`src/rtl/fetch_controller.sv`:
```
// Instruction-fetch sequencer: drives PC controls, runs the imem request/ack
// handshake, buffers one instruction for decode, applies execute redirects
// and flags a memory that never acknowledges.
module fetch_controller #(
    parameter int unsigned MAX_WAIT = 15
) (
    input  logic        clk,
    input  logic        reset,
    input  logic [31:0] pc,
    output logic        pc_write,
    output logic        pc_source,
    output logic [31:0] branch_target,
    output logic        imem_req,
    output logic [31:0] imem_addr,
    input  logic        imem_ack,
    input  logic [31:0] imem_rdata,
    output logic        if_valid,
    output logic [31:0] if_instr,
    output logic [31:0] if_pc,
    input  logic        id_ready,
    input  logic        stall,
    input  logic        redirect,
    input  logic [31:0] redirect_target,
    output logic        fetch_error
);

    localparam int unsigned CNT_W = $clog2(MAX_WAIT + 1);

    typedef enum logic [2:0] {
        S_IDLE  = 3'd0,
        S_FETCH = 3'd1,
        S_HOLD  = 3'd2,
        S_DRAIN = 3'd3,
        S_ERROR = 3'd4
    } state_t;

    state_t           state;
    logic [CNT_W-1:0] wait_cnt;
    logic [31:0]      drain_addr;

    logic             redirect_ok;
    logic             consume;
    logic [CNT_W-1:0] wait_inc;
    logic             wait_limit;

    // Redirects are honoured everywhere except the terminal error state
    assign redirect_ok = redirect && (state != S_ERROR);
    assign consume     = if_valid && id_ready && !stall;

    // Saturating increment keeps a redirect-extended wait from wrapping
    assign wait_inc   = (wait_cnt == CNT_W'(MAX_WAIT)) ? wait_cnt : wait_cnt + CNT_W'(1);
    // True on the MAX_WAIT-th consecutive cycle without an acknowledge
    assign wait_limit = (wait_cnt >= CNT_W'(MAX_WAIT - 1));

    // PC control and memory request, combinational from state and inputs
    always_comb begin
        pc_write      = 1'b0;
        pc_source     = 1'b0;
        branch_target = 32'd0;
        imem_req      = 1'b0;
        imem_addr     = 32'd0;
        if (!reset) begin
            case (state)
                S_FETCH: begin
                    imem_req  = 1'b1;
                    imem_addr = pc;
                    if (imem_ack) begin
                        pc_write = 1'b1;
                    end
                end
                S_DRAIN: begin
                    imem_req  = 1'b1;
                    imem_addr = drain_addr;
                end
                default: begin
                end
            endcase
            if (redirect_ok) begin
                pc_write      = 1'b1;
                pc_source     = 1'b1;
                branch_target = redirect_target;
            end
        end
    end

    // Sequencer state, watchdog and registered fetch-buffer outputs
    always_ff @(posedge clk or posedge reset) begin
        if (reset) begin
            state       <= S_IDLE;
            if_valid    <= 1'b0;
            if_instr    <= 32'd0;
            if_pc       <= 32'd0;
            fetch_error <= 1'b0;
            wait_cnt    <= '0;
            drain_addr  <= 32'd0;
        end else begin
            case (state)
                S_IDLE: begin
                    state    <= S_FETCH;
                    wait_cnt <= '0;
                    if_valid <= 1'b0;
                end

                S_FETCH: begin
                    if (redirect) begin
                        if_valid <= 1'b0;
                        if (imem_ack) begin
                            // Returning data belongs to the squashed path
                            wait_cnt <= '0;
                            state    <= S_FETCH;
                        end else begin
                            // Keep the outstanding request stable until it completes
                            drain_addr <= pc;
                            wait_cnt   <= wait_inc;
                            state      <= S_DRAIN;
                        end
                    end else if (imem_ack) begin
                        if_instr <= imem_rdata;
                        if_pc    <= pc;
                        if_valid <= 1'b1;
                        wait_cnt <= '0;
                        state    <= S_HOLD;
                    end else if (wait_limit) begin
                        wait_cnt    <= wait_inc;
                        if_valid    <= 1'b0;
                        fetch_error <= 1'b1;
                        state       <= S_ERROR;
                    end else begin
                        wait_cnt <= wait_inc;
                    end
                end

                S_DRAIN: begin
                    if (redirect) begin
                        if_valid <= 1'b0;
                    end
                    if (imem_ack) begin
                        wait_cnt <= '0;
                        state    <= S_FETCH;
                    end else if (!redirect && wait_limit) begin
                        wait_cnt    <= wait_inc;
                        if_valid    <= 1'b0;
                        fetch_error <= 1'b1;
                        state       <= S_ERROR;
                    end else begin
                        wait_cnt <= wait_inc;
                    end
                end

                S_HOLD: begin
                    // A redirect flushes the buffer even under stall
                    if (redirect || consume) begin
                        if_valid <= 1'b0;
                        wait_cnt <= '0;
                        state    <= S_FETCH;
                    end
                end

                S_ERROR: begin
                    fetch_error <= 1'b1;
                    if_valid    <= 1'b0;
                end

                default: begin
                    state <= S_IDLE;
                end
            endcase
        end
    end

endmodule
```
`config.mk`:
```
export PLATFORM = sky130hd
export DESIGN_NAME = fetch_controller
export DESIGN_NICKNAME = d
export VERILOG_FILES = /design/src/rtl/fetch_controller.sv
export SDC_FILE = /design/constraint.sdc
export NUM_CORES = 1
export LEC_CHECK = 0
export ABC_AREA = 0
export CAP_MARGIN = 30
export CORE_ASPECT_RATIO = 1.1
export CORE_UTILIZATION = 35
export CTS_CLUSTER_SIZE = 28
export DETAILED_ROUTE_END_ITERATION = 6
export MAX_ROUTING_LAYER = met4
export PLACE_DENSITY = 0.74
export SYNTH_ARGS = -nofsm -noshare
export SYNTH_HDL_FRONTEND = slang
export SYNTH_SLANG_ARGS = --single-unit
```
`constraint.sdc`:
```
create_clock -name clk -period 7.2 [get_ports clk]
set_clock_uncertainty 0.2 [all_clocks]
set_input_delay 1.8 -clock clk [delete_from_list [all_inputs] [get_ports clk]]
set_output_delay 1.8 -clock clk [all_outputs]
set_load 0.005 [all_outputs]
```
==> out/results.md <==
| Result | Value | Unit |
|:---|:---|:---|
| Total via count after detailed routing | 3846 | - |
| Max-cap violations | 0 | - |
| Slew Limit Fails | 0 | - |
| Antenna-violating nets left | 0 | - |
| Count of buffers inserted at the top-level ports | 234 | - |
| Min-Delay Path Class | reg -> reg | - |
| Maximum number of pins on one net before global-route repair | 55 | - |
| Number of standard cells in the final layout excluding fillers | 809 | - |
| IO Count | 235 | - |
| DRC viols | 0 | - |
| Gr ovfl total | 0 | - |
| Fraction of final layout cells sized beyond drive strength 1 | 20.6 | % |
| Headroom to the max-slew limit | 46.8 | % |
| Post-layout net count | 720 | - |
| Run status | complete, no violations | - |
| Number of hold violations in the final report | 0 | - |
| Setup-violating endpoint count in the final report | 0 | - |
| WL/cell | 16.5 | um |
| Peak ir drop on the vdd network | 212 | uV |
| Leak | 3.36 | nW |
| FF+latch count, synth | 105 | - |
| Source-to-sink clock delay at the later pin of the worst-skew pair | 0.34 | ns |
| Final sum of negative setup slack | 0 | ns |
| Power per unit of standard cell area | 371 | mW/mm2 |
| Arrival time reported for the critical path endpoint | 3.88 | ns |
| Initial Util | 36.1 | % |
| Most used cells in the layout excluding fill and tap cells | clkdlybuf4s50_1, dfrtp_1, mux2_4, nor2_1, mux2_2 | - |
| Yosys cell types | 34 | - |
| Global placement routability congestion | 0.774 | - |
| Post-Synthesis Net Count | 493 | - |
| Synth top area cells | dfrtp_1, mux2_4, mux2_2, mux2i_1, and2_1 | - |
| Category of the worst setup path capture point | primary output | - |
| Number of diodes added for antenna fixing | 0 | - |
| Synthesized netlist cell count | 386 | - |
| Number of buffers added by the clock tree synthesis step | 9 | - |
| Number of vias per cell | 4.75 | - |
| Die Y | 131 | um |
| WL final | 13.3 | mm |
| Antenna violations before repair | 0 | - |
| Actual transition at the worst max-transition pin | 0.798 | ns |
| Placeable Area | 0.0146 | mm2 |
| Most common cell after layout, fill and taps aside | clkdlybuf4s50_1 | - |
| Final HPWL DP | 9.73 | mm |
| Die width | 119 | um |
| Number of placed instances, taps included | 794 | - |
| Multi-input gate area | 0.00235 | mm2 |
| Floorplan die area | 0.0155 | mm2 |
| Final core utilization | 55.0 | % |
| Standard-cell rows | 46 | - |
| H-Tree Depth | 3 | - |
| Deepest clock path buffer count | 2 | - |
| Critical setup path kind | in -> out | - |
| Maximum clock rate | 0.170 | GHz |
| P&R area growth vs syn | 52.2 | % |
| Critical path fanouts, max | 33 | - |
| First-pass GRT wire length | 20.9 | mm |
| Share of Yosys cell area claimed by the top area cell type | 50.0 | % |
| Setup repair after global routing missed its margin | no | - |
| Time the final worst path needs with I/O delays and setup | 5.88 | ns |
| Detailed-routing iteration count for the pre-antenna-repair pass | 4 | - |
| Total track usage | 17.9 | % |
| Yosys Warn Count | 0 | - |
| Fraction of the cycle the final worst path needs | 81.7 | % |
| Register area share after synthesis | 50.0 | % |
| Hold Buf Count CTS | 0 | - |
| Critical path data required time | 5.20 | ns |
| Starting DRC count in detailed routing | 130 | - |
| Largest area contributor in the netlist | dfrtp_1 | - |
| Area of the mapped netlist | 0.00526 | mm2 |
| Fill cell count | 1213 | - |
| Clock tree from TritonCTS | built | - |
| TritonCTS sink count | 105 | - |
| Clock Tree Root | clkbuf_16 | - |
| Total Power | 2.97 | mW |
| Synthesized area divided by synthesized cell count | 13.6 | um2 |
| Register area | 0.00263 | mm2 |
| Clock-pin slew of the registers on the worst-case setup and hold paths | 0.07 | ns |
| Quantity of gates resized following cts | 0 | - |
| Startpoint class of the critical path | input pin | - |
| Post CTS Setup Buffer Count | 0 | - |
| Number of global-route vias before repair | 4022 | - |
==> cells in the mapped netlist <==
| library cell | count |
|---|---|
| dfrtp_1 | 105 |
| mux2_4 | 61 |
| nor2_1 | 37 |
| mux2_2 | 36 |
| mux2i_1 | 33 |
| and2_1 | 32 |
| inv_1 | 9 |
| nand2_1 | 8 |
| buf_12 | 7 |
| clkbuf_1 | 6 |
| a21oi_1 | 5 |
| buf_2 | 5 |
| buf_6 | 5 |
| ha_1 | 5 |
| nand3_1 | 5 |
| o211ai_1 | 3 |
| o21ai_0 | 3 |
| a32o_1 | 2 |
| and2_4 | 2 |
| o22ai_1 | 2 |
| o31ai_1 | 2 |
| a221o_2 | 1 |
| a2bb2oi_1 | 1 |
| a41oi_1 | 1 |
| and2_2 | 1 |
| and3_1 | 1 |
| nand2b_4 | 1 |
| nand3b_1 | 1 |
| nor2_4 | 1 |
| nor2b_1 | 1 |
| nor3b_1 | 1 |
| o22a_2 | 1 |
| o31a_2 | 1 |
| o41ai_1 | 1 |
==> flip-flops by register name (all words and copies together), names as in the netlist <==
| register | cells |
|---|---|
| drain_addr | 32 |
| fetch_error | 1 |
| if_instr | 32 |
| if_pc | 32 |
| if_valid | 1 |
| state | 3 |
| wait_cnt | 4 |
==> final cells by class <==
| class | instances | share of cell area (%) |
|---|---|---|
| sequential | 105 | 32.8 |
| tap | 192 | 3.00 |
| inverter | 9 | 0.453 |
| multi-input combinational | 249 | 29.4 |
| clock buffer | 10 | 2.99 |
| timing repair buffer | 239 | 29.7 |
| clock inverter | 5 | 1.59 |
==> kinds of logic (layout without fill, tap and decap cells) <==
logic type	Yosys count	after routing	synth area share, %
mux	130	130	31.4
fa+ha+maj	5	5	1.19
buf+inv	32	263	5.28
compound gates	23	23	3.19
simple gates	91	91	8.97
flops	105	105	50.0
==> through the flow <==
stage	cell area, um2	worst slack (ns)	hold WS (ns)
floorplan	5260	0.230	0.271
CTS	8010	1.29	0.303
finish	8010	1.32	0.305
global placement	7640	1.36	0.278
detailed placement	7640	1.29	0.288
global route	8010	1.16	0.329
==> per-layer routing <==
| metal | global-route usage [%] | wire, um | part of all wire (%) |
|---|---|---|---|
| met1 | 20.3 | 5360 | 40 |
| met2 | 31.3 | 6890 | 52 |
| met3 | 4.86 | 954 | 7.2 |
| met4 | 5.06 | 127 | 0.95 |
| met5 | - | 0 | 0 |
==> worst max-delay path, stage by stage <==
cell and delay (ns):
clkdlybuf4s50_1 0.60, and3_1 0.73, and2_1 0.22, clkdlybuf4s50_1 0.53
==> final timing paths <==
check                       startpoint                end  slack (ns)  cells after the start
max                           redirect  branch_target[23]        1.32                      4
min                        fetch_error        fetch_error        0.31                      1
max reg2reg                   state[1]        if_instr[1]        4.32                      5
min reg2reg                fetch_error        fetch_error        0.31                      1
max in group asynchronous        reset           state[1]        3.77                      4
min in group asynchronous        reset      drain_addr[0]        1.84                      3
==> power breakdown <==
group	switching, mW	internal [mW]	total [mW]
clock network	0.211	0.382	0.593
logic	0.428	0.899	1.33
registers	0.168	0.879	1.05
total	0.807	2.16	2.97
Power figures use the tool's default switching activity.
